===== src/rtl/video_timing_sequencer.sv =====
// rtl/video_timing_sequencer.sv - line/field/frame timing generator for the composite encoder path
module video_timing_sequencer #(
    parameter int H_TOTAL_PAL  = 3072,
    parameter int H_TOTAL_NTSC = 3051,
    parameter int SYNC_LEN     = 225,
    parameter int BURST_START  = 270,
    parameter int ACTIVE_START = 500,
    parameter int ACTIVE_END   = 3000,
    parameter int VBLANK_LINES = 22,
    parameter int VSYNC_LINES  = 3
) (
    input  logic        clk,
    input  logic        reset,
    input  logic        enable,
    input  logic        pal_mode_req,
    output logic        pal_mode,
    output logic [11:0] h_pos,
    output logic [9:0]  line_pos,
    output logic        newframe,
    output logic        newline,
    output logic        even_line,
    output logic        even_field,
    output logic        startburst,
    output logic        sync,
    output logic        blank,
    output logic        active
);

    if (H_TOTAL_PAL > 4095 || H_TOTAL_NTSC > 4095 || ACTIVE_END > 4095 ||
        H_TOTAL_PAL < 2 || H_TOTAL_NTSC < 2 || VBLANK_LINES > 1023 ||
        VSYNC_LINES + 6 > 1023) begin : g_width_check
        $error("video_timing_sequencer: parameter exceeds counter width");
    end

    localparam logic [11:0] HT_PAL       = 12'(H_TOTAL_PAL);
    localparam logic [11:0] HT_NTSC      = 12'(H_TOTAL_NTSC);
    localparam logic [11:0] SYNC_L       = 12'(SYNC_LEN);
    localparam logic [11:0] BURST_H      = 12'(BURST_START);
    localparam logic [11:0] ACT_S        = 12'(ACTIVE_START);
    localparam logic [11:0] ACT_E_PAL    = 12'(ACTIVE_END);
    localparam logic [11:0] ACT_E_NTSC   = (ACTIVE_END > H_TOTAL_NTSC - 1) ?
                                           12'(H_TOTAL_NTSC - 1) : 12'(ACTIVE_END);
    localparam logic [9:0]  F0_PAL       = 10'd313;
    localparam logic [9:0]  F0_NTSC      = 10'd263;
    localparam logic [9:0]  FR_PAL       = 10'd625;
    localparam logic [9:0]  FR_NTSC      = 10'd525;
    localparam logic [9:0]  VS_L         = 10'(VSYNC_LINES);
    localparam logic [9:0]  VB_L         = 10'(VBLANK_LINES);
    localparam logic [9:0]  BURST_LIF    = 10'(VSYNC_LINES + 6);

    logic        started;
    logic [11:0] nxt_h;
    logic [9:0]  nxt_line;
    logic        nxt_pal;
    logic [11:0] htot, half, aend;
    logic [9:0]  f0, lif;
    logic        d_sync, d_blank, d_burst, d_newline, d_newframe;

    // The first enabled cycle after reset presents position 0 with its pulses instead of advancing.
    always_comb begin
        nxt_h    = h_pos;
        nxt_line = line_pos;
        nxt_pal  = pal_mode;
        if (!started) begin
            nxt_h    = '0;
            nxt_line = '0;
        end else if (h_pos == (pal_mode ? HT_PAL : HT_NTSC) - 12'd1) begin
            nxt_h = '0;
            if (line_pos == (pal_mode ? FR_PAL : FR_NTSC) - 10'd1) begin
                nxt_line = '0;
                nxt_pal  = pal_mode_req;
            end else begin
                nxt_line = line_pos + 10'd1;
            end
        end else begin
            nxt_h = h_pos + 12'd1;
        end
    end

    // Decode the upcoming position so every registered flag lines up with its h_pos/line_pos.
    always_comb begin
        htot       = nxt_pal ? HT_PAL : HT_NTSC;
        half       = htot >> 1;
        aend       = nxt_pal ? ACT_E_PAL : ACT_E_NTSC;
        f0         = nxt_pal ? F0_PAL : F0_NTSC;
        lif        = (nxt_line < f0) ? nxt_line : nxt_line - f0;
        d_sync     = (lif < VS_L) ?
                     ((nxt_h < half - SYNC_L) || (nxt_h >= half && nxt_h < htot - SYNC_L)) :
                     (nxt_h < SYNC_L);
        d_blank    = (lif < VB_L) || (nxt_h < ACT_S) || (nxt_h >= aend);
        d_burst    = (nxt_h == BURST_H) && (lif >= BURST_LIF);
        d_newline  = (nxt_h == 12'd0);
        d_newframe = (nxt_h == 12'd0) && (nxt_line == 10'd0);
    end

    always_ff @(posedge clk) begin
        if (reset) begin
            started    <= 1'b0;
            pal_mode   <= pal_mode_req;
            h_pos      <= '0;
            line_pos   <= '0;
            newframe   <= 1'b0;
            newline    <= 1'b0;
            startburst <= 1'b0;
            sync       <= 1'b0;
            blank      <= 1'b1;
            active     <= 1'b0;
            even_field <= 1'b1;
            even_line  <= 1'b1;
        end else if (enable) begin
            started    <= 1'b1;
            pal_mode   <= nxt_pal;
            h_pos      <= nxt_h;
            line_pos   <= nxt_line;
            newframe   <= d_newframe;
            newline    <= d_newline;
            startburst <= d_burst;
            sync       <= d_sync;
            blank      <= d_blank;
            active     <= ~d_blank;
            even_field <= (nxt_line < f0);
            even_line  <= ~nxt_line[0];
        end else begin
            newframe   <= 1'b0;
            newline    <= 1'b0;
            startburst <= 1'b0;
        end
    end

endmodule

===== config.mk =====
export PLATFORM = sky130hd
export DESIGN_NAME = video_timing_sequencer
export DESIGN_NICKNAME = d
export VERILOG_FILES = /design/src/rtl/video_timing_sequencer.sv
export SDC_FILE = /design/constraint.sdc
export NUM_CORES = 1
export LEC_CHECK = 0
export ABC_CLOCK_PERIOD_IN_PS = 6200
export CORE_MARGIN = 2
export CORE_UTILIZATION = 50
export DETAILED_ROUTE_END_ITERATION = 6
export GPL_TIMING_DRIVEN = 0
export HOLD_SLACK_MARGIN = 0.12
export PLACE_DENSITY = 0.72
export SYNTH_ARGS = -nofsm -noshare
export SYNTH_HDL_FRONTEND = slang
export SYNTH_SLANG_ARGS = --single-unit

===== constraint.sdc =====
create_clock -name clk -period 6.2 [get_ports clk]
set_input_delay 1.86 -clock clk [delete_from_list [all_inputs] [get_ports clk]]
set_output_delay 1.86 -clock clk [all_outputs]
set_load 0.01 [all_outputs]

### Yosys cells after proc, flatten, opt, wreduce, memory -nomap -nowiden

Index checks and enable logic that the tools add are counted.

* flip-flop bits (word level): 32
* output and inout bits: 31
* word-level logic and storage cells: 61

* eq/ne operators: 3
* reductions and logical operators: 10
* bitwise logic cells: 3
* $lt $le $gt $ge: 10
* $add $sub $neg: 7
* mux-type cells: 16

Operators with widths (count)
* two-way mux 10 bit: 4
* less-than comparator 12 bit: 2
* two-way mux 12 bit: 2
* two-way mux 11 bit: 2
* adder 12 x 1 -> 12 bit, second input constant: 1
* equality test 12 bit: 1
* equality test 12 x 9 -> 1 bit, second input constant: 1
* >= comparator 12 x 11 -> 1 bit: 1
* >= comparator 12 bit, second input constant: 1
* logical NOT 12 bit: 1
* less-than comparator 12 x 8 -> 1 bit, second input constant: 1
* less-than comparator 12 x 9 -> 1 bit, second input constant: 1
* subtractor 11 x 8 -> 12 bit, second input constant: 1
* subtractor 12 x 1 -> 12 bit, second input constant: 1
* subtractor 12 x 8 -> 12 bit, second input constant: 1
* adder 10 x 1 -> 10 bit, second input constant: 1
* equality test 10 bit: 1
* >= comparator 10 x 4 -> 1 bit, second input constant: 1
* logical NOT 10 bit: 1
* less-than comparator 10 x 2 -> 1 bit, second input constant: 1
* less-than comparator 10 x 5 -> 1 bit, second input constant: 1
* less-than comparator 10 x 9 -> 1 bit: 1
* subtractor 10 x 1 -> 10 bit, second input constant: 1
* subtractor 10 x 9 -> 10 bit: 1
* other kinds (8): 19

### Depth between registers and ports, before layout

Gate-level depths: netlist of run 1.

* depth after elaboration: 13
* gate-level depth with buffers: 17
* gate-level depth less buffers: 16

### Worst setup path before layout of run 1

No wires, ideal clock.

* kind: input to register
* start: in pal_mode_req
* end: reg sync
* library setup time: 0.123 ns
* cell stages on the path: 11
* arrival: 4.661 ns
* slack: 1.416 ns
* data required time: 6.077 ns
* cell sequence: mux2_2 -> inv_1 -> ha_1 -> a21o_1 -> a21oi_1 -> o21a_1 -> a311o_1 -> a2111oi_1 -> a211oi_1 -> nor4b_2 -> mux2_1

* cells in the longest elaborated chain, start to end: 9
* elaborated cells on any way between the ends: 17
* those cells by class: 3 x add/sub; 5 x order compare; 7 x mux; 2 x reduce/logical

RTL lines
* start, declared: RTL line 15 `input logic pal_mode_req,`
* two-way mux 1 bit (*): RTL line 69 `if (line_pos == (pal_mode ? FR_PAL : FR_NTSC) - 10'd1) begin`
* two-way mux 1 bit (*): RTL line 67 `end else if (h_pos == (pal_mode ? HT_PAL : HT_NTSC) - 12'd1) begin`
* two-way mux 1 bit (*): RTL line 64 `if (!started) begin`
* two-way mux 11 bit: RTL line 82 `htot = nxt_pal ? HT_PAL : HT_NTSC;`
* subtractor 12 x 8 -> 12 bit: RTL line 88 `((nxt_h < half - SYNC_L) || (nxt_h >= half && nxt_h < htot - SYNC_L)) :`
* less-than comparator 12 bit: RTL line 88
* logical AND 1 bit: RTL line 88
* logical OR 1 bit: RTL line 88
* two-way mux 1 bit (*): RTL line 87 `d_sync = (lif < VS_L) ?`
* end signal, assigned: RTL line 118 `sync <= d_sync;`
* end, declared: RTL line 24 `output logic sync,`

Every way passes the cells marked *; elsewhere a longest branch is shown, timed or not.
A chain may end at the register's enable or synchronous reset.

### Worst setup path in the final report of run 1

Same ends and word-level chain as after synthesis.

==> results.cfg, run 1 <==
[power]
comb_power_share_pct = 15.0
power_leakage_nw = 1.29
cellInternalPower_mw = 0.327
report.power.total_mw = 0.454
pwr_density_cell_nw_per_um2 = 136
clockPowerShare_pct = 38.1
switching_fraction_pct = 27.9
p_seq_share_pct = 46.9
total_switching_power_mw = 0.127
power.ir.vdd_worst_mv = 0.127

[worst_hold_path]
timing.hold.worst_path_depth = 1
min-delay-start = active$_SDFFE_PP0P_
hold_path_end = active$_SDFFE_PP0P_
hp-class = reg -> reg

[logic_synthesis]
netlist_top_cells_count = nor2_1 (50), dfxtp_1 (31), ha_1 (21), nand2_1 (21), mux2i_1 (18)
synth_area_leader_cell = dfxtp_1
ff_latch_count_synth = 32
post-synth-top-count-cell = nor2_1
synthesis.area_per_instance_um2 = 7.99
yosysTopAreaCellShare_pct = 22.1
ys_types = 61
seq_area_frac_synth_pct = 23.1
synth.yosys.warnings = 0
ys_top_cells_by_area = dfxtp_1 (22%), ha_1 (9.3%), nor2_1 (6.7%)
ys_dominant_reg_cell = dfxtp_1
syn_inst = 352
synth_edf_count = 1
post_synth_instance_area_um2 = 2810
postSynthNetCount = 378
async_reset_ff_share_pct = 0

[sta]
layout_min_cycle_time_ns = 5.55
transition_at_the_pin_with_the_smallest_max_transition_slack_ns = 0.804
rsz0062_at_grt = no
report.final.slew_viol_count = 0
hold_viol = 0
highest_clock_rate_mhz = 180
max_slew_margin_pct = 46.4
finalSetupTns_ns = 0
period_share_pct = 89.5
timing.final.setup_violations = 0
final.setup_skew_ns = 0.00719

[layout]
fin_cells = 466
drive_gt1_share_pct = 4.82
final_util_pct = 61.0
fin_nets = 419
antenna_cells = 0
area_growth_pct = 18.6

[route]
violation_count_after_the_first_detailed_route_iteration = 220
routedWlPerCell_um = 16.5
vias = 2825
route.antenna.remaining_nets = 0
wl_um = 7710
drc_errors = 0
avgViaCountPerCell = 6.06
first_pass_iters = 5

[cts]
cts_hold_repair.buffers = 0
tritoncts_clock_tree = yes
clkSinkCount = 32
worstSkewPairLatency_ns = 0.29
cts-root-buf = clkbuf_8
cts-buffers-inserted = 5
cts_htree_levels = 2
cts_setup_buffers = 0
clockBufferDepth = 2
postCtsResizedCells = 0
clk_pin_slew_worst_paths_ns = 0.07

[grt]
grt_pass1_wl_um = 12800
grt_pass1_vias = 2596
total_congestion_overflow = 0
initial_antenna_violation_count = 0
global_route.usage.total_pct = 25.7
grt_max_degree = 13

[worst_setup_path]
cp_data_arrival_time_ns = 5.73
critical_path.n_buffers_inverters = 2
critical-path-slowest-cell = a2111oi_1
cp-end-kind = flop
r2r_start = line_pos[6]$_SDFFE_PP0P_
cp_slowest_stage_delay_ns = 0.57
timing.reg2reg.worst_path_depth = 15
crit_family = compound AO/OA/AOI/OAI gates
crit_fanout = 12
cp_cell_sequence = clkdlybuf4s50_1, mux2_2, inv_1, ha_1, a21o_1, a21oi_1, o21a_1, a311o_1, a2111oi_1, a211oi_1, nor4b_2, mux2_1
start_kind = primary input
r2r-end = sync$_SDFFE_PP0P_
crit_type = in -> reg
worst-r2r-setup-slack_ns = 0.78
cp.required_ns = 6.38

[die]
fp.dieH_um = 79.0
area_of_the_core_um2 = 5470
dieArea_um2 = 6240
floorplan.initialDensity_pct = 51.4
num_io_pins = 35
number_of_cell_rows = 27
die_w_um = 79.0

[status]
status = finished clean

[placement]
placement.io_buffers = 34
hpwl_um = 5930
place.gp.congestion = 0.956
dp.cells = 458

[run]
drv.max_cap_violation_count = 0
[final cells by class]
cell class / instances / area [um2]
Clock buffer: 7 / 86.3
Timing Repair Buffer: 34 / 340
Sequential cell: 32 / 651
Fill cell: 513 / 2130
Tap cell: 72 / 90.1
Multi-Input combinational cell: 288 / 2040
Buffer: 16 / 63.8
Clock inverter: 1 / 7.51
Inverter: 16 / 60.1
[layer usage]
| metal | share of wire [%] | global-route usage (%) |
|---|---|---|
| met5 | 0 | 0 |
| met4 | 2.0 | 8.10 |
| met3 | 8.4 | 4.09 |
| met2 | 43 | 38.5 |
| met1 | 47 | 37.7 |
[sequential cells by signal, summed over array words and instances (netlist names)]
signal / flops
line_pos: 10
newframe: 1
h_pos: 12
even_line: 1
pal_mode: 1
sync: 1
started: 1
startburst: 1
active: 1
newline: 1
blank: 1
even_field: 1
[placed cells by master (no fill, tap or decap), types with 10 or more instances in the layout]
master           Yosys  routed
clkdlybuf4s50_1      0      34
a21oi_1             13      13
nand3_1             11      11
nor3_1              10      10
inv_1               16      16
nor2_1              50      50
nand2_1             21      21
dfxtp_1             31      31
a31oi_1             10      10
xnor2_1             12      12
clkbuf_1            11      12
xor2_1              13      13
ha_1                21      21
mux2i_1             18      18
[power by group through the flow]
stage	registers, mW	logic (mW)	clock network, mW
2_1_floorplan	0.218	0.0457	0
3_3_place_gp	0.217	0.0659	0
3_5_place_dp	0.218	0.0668	0
4_1_cts	0.213	0.0676	0.179
5_1_grt	0.213	0.0753	0.184
6_report	0.213	0.0679	0.173
[worst max path at each step]
stage          slack, ns                startpoint  depth (start not counted)                 to
2_1_floorplan       1.42              pal_mode_req                         11  sync$_SDFFE_PP0P_
6_report            0.65              pal_mode_req                         12  sync$_SDFFE_PP0P_
4_1_cts             0.71              pal_mode_req                         12  sync$_SDFFE_PP0P_
3_3_place_gp        0.41              pal_mode_req                         12  sync$_SDFFE_PP0P_
3_5_place_dp        0.43              pal_mode_req                         12  sync$_SDFFE_PP0P_
5_1_grt             0.32  line_pos[6]$_SDFFE_PP0P_                         15  sync$_SDFFE_PP0P_
[cells by family after synthesis]
kind of cell,share of synthesized area (%)
XOR/XNOR,7.78
AO/OA/AOI/OAI,19.5
multiplexers,7.60
AND/OR/NAND/NOR,27.6
adder cells (fa/ha/maj),10.0
buffers and inverters,4.40
flip-flops,23.1
[per-stage QoR]
| step | setup WS (ns) | hold WS [ns] | area, um2 |
|---|---|---|---|
| floorplan | 1.42 | 0.488 | 2810 |
| global placement | 0.412 | 0.439 | 3240 |
| detailed placement | 0.426 | 0.465 | 3240 |
| CTS | 0.709 | 0.487 | 3340 |
| global route | 0.318 | 0.521 | 3340 |
| finish | 0.650 | 0.480 | 3340 |
Note: power is estimated with default switching activity, not from simulation.
==> inputs of run 2 (changes only) <==
GPL_ROUTABILITY_DRIVEN = 0   (was default)
==> run 2 against run 1 <==
Power barely moved. Die area did not move. Critical path type unchanged. Largest power group unchanged. Non-clock buffer count did not move. Register-to-register slack got worse by 0.06 ns. Routed wire length fell by 0.87%.
==> results.cfg, run 2 (synthesized netlist as in run 1, its figures left out) <==
[worst_setup_path]
critical-path-slowest-cell = a2111oi_1
timing.reg2reg.worst_path_depth = 15
cp.required_ns = 6.38
r2r-end = sync$_SDFFE_PP0P_
r2r_start = line_pos[6]$_SDFFE_PP0P_
cp_cell_sequence = clkdlybuf4s50_1, mux2_2, inv_1, ha_1, a21o_1, a21oi_1, o21a_1, a311o_1, a2111oi_1, a211oi_1, nor4b_2, mux2_1
worst-r2r-setup-slack_ns = 0.72
start_kind = primary input
crit_type = in -> reg
crit_fanout = 12
crit_family = compound AO/OA/AOI/OAI gates
critical_path.n_buffers_inverters = 2
cp_data_arrival_time_ns = 5.83
cp-end-kind = flop
cp_slowest_stage_delay_ns = 0.62

[cts]
clkSinkCount = 32
clk_pin_slew_worst_paths_ns = 0.07
worstSkewPairLatency_ns = 0.29
cts-buffers-inserted = 5
cts_htree_levels = 2
tritoncts_clock_tree = yes
cts_setup_buffers = 0
cts-root-buf = clkbuf_8
clockBufferDepth = 2
cts_hold_repair.buffers = 0
postCtsResizedCells = 0

[layout]
area_growth_pct = 18.5
largest_register_ff_count = 12
registers.top_by_ff_count = h_pos
register_area_um2 = 651
fin_cells = 466
n_fill_cell = 533
multiInputGateArea_um2 = 2040
final_common_cell = nor2_1
antenna_cells = 0
final_util_pct = 60.9
biggest_regs = h_pos x12, line_pos x10
fin_nets = 419
mostFrequentLayoutCells = nor2_1 (50), clkdlybuf4s50_1 (34), dfxtp_1 (31)
drive_gt1_share_pct = 4.57

[grt]
grt_max_degree = 13
total_congestion_overflow = 0
grt_pass1_wl_um = 12700
global_route.usage.total_pct = 25.6
initial_antenna_violation_count = 0
grt_pass1_vias = 2611

[sta]
timing.final.setup_violations = 0
transition_at_the_pin_with_the_smallest_max_transition_slack_ns = 0.765
max_slew_margin_pct = 49.0
period_share_pct = 91.1
report.final.slew_viol_count = 0
rsz0062_at_grt = no
highest_clock_rate_mhz = 177
hold_viol = 0
fin_worst_hold_slack_ns = 0.475
finalSetupTns_ns = 0
layout_min_cycle_time_ns = 5.65
final.setup_skew_ns = 0.00976

[run]
drv.max_cap_violation_count = 0

[die]
area_of_the_core_um2 = 5470
num_io_pins = 35
floorplan.initialDensity_pct = 51.4
fp.dieH_um = 79.0
number_of_cell_rows = 27
dieArea_um2 = 6240
die_w_um = 79.0

[route]
routedWlPerCell_um = 16.4
routed.top_layer = met4
route.antenna.remaining_nets = 0
drc_errors = 0
vias = 2847
wl_um = 7650
first_pass_iters = 5
met2RoutedLength_um = 3380
routedLengthMet1_um = 3650
violation_count_after_the_first_detailed_route_iteration = 278
avgViaCountPerCell = 6.11
wl_met3_um = 493

[power]
power.ir.vdd_worst_mv = 0.0847
power_leakage_nw = 1.29
pwr_density_cell_nw_per_um2 = 136

[worst_hold_path]
hp-class = reg -> reg
min-delay-start = active$_SDFFE_PP0P_
timing.hold.worst_path_depth = 1
hold_path_end = active$_SDFFE_PP0P_

[placement]
placement.io_buffers = 34
hpwl_um = 5890
dp.cells = 458

[status]
status = finished clean
## run 2: stage by stage
step | total power, mW | cell area (um2) | setup slack, ns
2_1_floorplan | 0.264 | 2810 | 1.42
3_3_place_gp | 0.284 | 3240 | 0.410
3_5_place_dp | 0.285 | 3240 | 0.351
4_1_cts | 0.458 | 3330 | 0.637
5_1_grt | 0.472 | 3330 | 0.259
6_report | 0.454 | 3330 | 0.550
## run 2: how the worst max path moves through the flow
stage                      start                end  slack (ns)  cells after the start
finish              pal_mode_req  sync$_SDFFE_PP0P_        0.55                     12
global route        pal_mode_req  sync$_SDFFE_PP0P_        0.26                     12
CTS                 pal_mode_req  sync$_SDFFE_PP0P_        0.64                     12
detailed placement  pal_mode_req  sync$_SDFFE_PP0P_        0.35                     12
global placement    pal_mode_req  sync$_SDFFE_PP0P_        0.41                     12
floorplan           pal_mode_req  sync$_SDFFE_PP0P_        1.42                     11
## run 2: area by class of cell
class | count | area share (%)
repair buffers | 34 | 10.2
clock buffers | 8 | 2.70
multi-input cells | 288 | 61.2
inverters | 16 | 1.80
plain buffers | 16 | 1.91
flip-flops and latches | 32 | 19.5
well taps | 72 | 2.70
## run 2: report_power, final
part | leakage (nW) | switching [mW] | internal (mW) | total, mW
logic | 0.986 | 0.0414 | 0.0272 | 0.0686
registers | 0.261 | 0.00298 | 0.210 | 0.213
clock network | 0.0455 | 0.0821 | 0.0906 | 0.173
## run 2: per-layer routing
layer  vias to the layer above  GRT usage (%)
li1                       1377              -
met1                      1349           37.0
met2                       108           39.1
met3                        13           4.09
met4                         0           7.93
met5                         -              0
==> inputs of run 3 (changes only) <==
REMOVE_ABC_BUFFERS = 1   (was default)
SLEW_MARGIN = 5   (was default)
==> run 3 against run 2 <==
Die area unchanged. Combinational power decreased by 6.9%. Sequential power about the same. Largest cell class unchanged. Power decreased by 1.9%.
==> results.cfg, run 3 (synthesized netlist as in run 1, its figures left out) <==
[status]
status = finished clean

[route]
wl_um = 6910
violation_count_after_the_first_detailed_route_iteration = 240
vias = 2662
avgViaCountPerCell = 5.92
first_pass_iters = 4
route.antenna.remaining_nets = 0
routedWlPerCell_um = 15.4
drc_errors = 0

[die]
area_of_the_core_um2 = 5470
floorplan.initialDensity_pct = 51.4
dieArea_um2 = 6240
num_io_pins = 35
fp.dieH_um = 79.0
number_of_cell_rows = 27
die_w_um = 79.0

[worst_setup_path]
crit_fanout = 12
cp.required_ns = 6.37
crit_path_start = pal_mode_req
crit_type = in -> reg
cp-end-kind = flop
r2r_start = h_pos[7]$_SDFFE_PP0P_
cp_data_arrival_time_ns = 5.63
start_kind = primary input

[layout]
registers.top_by_ff_count = h_pos
final_cell_area_um2 = 3270
drive_gt1_share_pct = 5.03
final_common_cell = nor2_1
antenna_cells = 0
area_growth_pct = 16.3
mostFrequentLayoutCells = nor2_1 (50), clkdlybuf4s50_1 (33), dfxtp_1 (31)
largest_register_ff_count = 12
fin_nets = 403
n_fill_cell = 539
biggest_regs = h_pos x12, line_pos x10

[worst_hold_path]
min-delay-start = active$_SDFFE_PP0P_
hp-class = reg -> reg

[power]
power.ir.vdd_worst_mv = 0.0981
pwr_density_cell_nw_per_um2 = 136
report.power.total_mw = 0.445
power_leakage_nw = 1.26

[sta]
highest_clock_rate_mhz = 183
transition_at_the_pin_with_the_smallest_max_transition_slack_ns = 1.16
finalSetupTns_ns = 0
max_slew_margin_pct = 22.2
layout_min_cycle_time_ns = 5.46
fin_worst_hold_slack_ns = 0.469
report.final.slew_viol_count = 0
final.setup_skew_ns = 0.00694
rsz0062_at_grt = no
hold_viol = 0
timing.final.setup_violations = 0
period_share_pct = 88.0

[placement]
hpwl_um = 5130
dpl_cell_area_um2 = 3180
placement.io_buffers = 34

[grt]
global_route.usage.total_pct = 23.3
initial_antenna_violation_count = 0
total_congestion_overflow = 0
grt_pass1_vias = 2421
grt_pass1_wl_um = 11800
grt_max_degree = 39

[cts]
worstSkewPairLatency_ns = 0.29
clkSinkCount = 32
cts-buffers-inserted = 5
clockBufferDepth = 2
tritoncts_clock_tree = yes
cts_setup_buffers = 0
cts_htree_levels = 2
postCtsResizedCells = 0
cts_hold_repair.buffers = 0
cts-root-buf = clkbuf_8
clk_pin_slew_worst_paths_ns = 0.08

[run]
drv.max_cap_violation_count = 0
run 3: area by class of cell:
| class | count | area (um2) | area share, % |
|---|---|---|---|
| Tap cell | 72 | 90.1 | 2.75 |
| Timing Repair Buffer | 34 | 335 | 10.2 |
| Clock inverter | 3 | 23.8 | 0.726 |
| Sequential cell | 32 | 651 | 19.9 |
| Clock buffer | 5 | 68.8 | 2.10 |
| Multi-Input combinational cell | 288 | 2040 | 62.5 |
| Inverter | 16 | 60.1 | 1.83 |
run 3: routing by layer:
layer  track usage [%]  part of all wire (%)
met4              5.00                  0.55
met3              4.09                   4.7
met5                 0                     0
met2              36.5                    45
met1              33.5                    50
run 3: worst paths after layout:
check,endpoint,slack [ns],cells past startpoint
min,active$_SDFFE_PP0P_,0.47,1
max,sync$_SDFFE_PP0P_,0.74,12
max reg2reg,sync$_SDFFE_PP0P_,0.92,13
min reg2reg,active$_SDFFE_PP0P_,0.47,1
run 3: worst max-delay path: stages:
cell             delay (ns)
clkdlybuf4s50_1        0.48
mux2_2                 0.33
inv_1                  0.26
ha_1                   0.42
a21o_1                 0.19
a21oi_1                0.13
o21a_1                 0.16
a311o_1                0.42
a2111oi_1              0.55
a211oi_1               0.15
nor4b_2                0.32
mux2_1                 0.34
run 3: through the flow:
stage | worst slack (ns) | util, % | cells
floorplan | 1.42 | - | 336
global placement | 0.519 | 58.1 | 442
detailed placement | 0.512 | 58.1 | 442
CTS | 0.802 | 59.8 | 450
global route | 0.459 | 59.8 | 450
finish | 0.743 | 59.8 | 450
run 3: power breakdown:
part	total (mW)	internal (mW)	switching (mW)	leakage, nW
registers	0.214	0.210	0.00403	0.261
logic	0.0639	0.0255	0.0384	0.955
clock network	0.168	0.0795	0.0882	0.0404
total	0.445	0.315	0.131	1.26
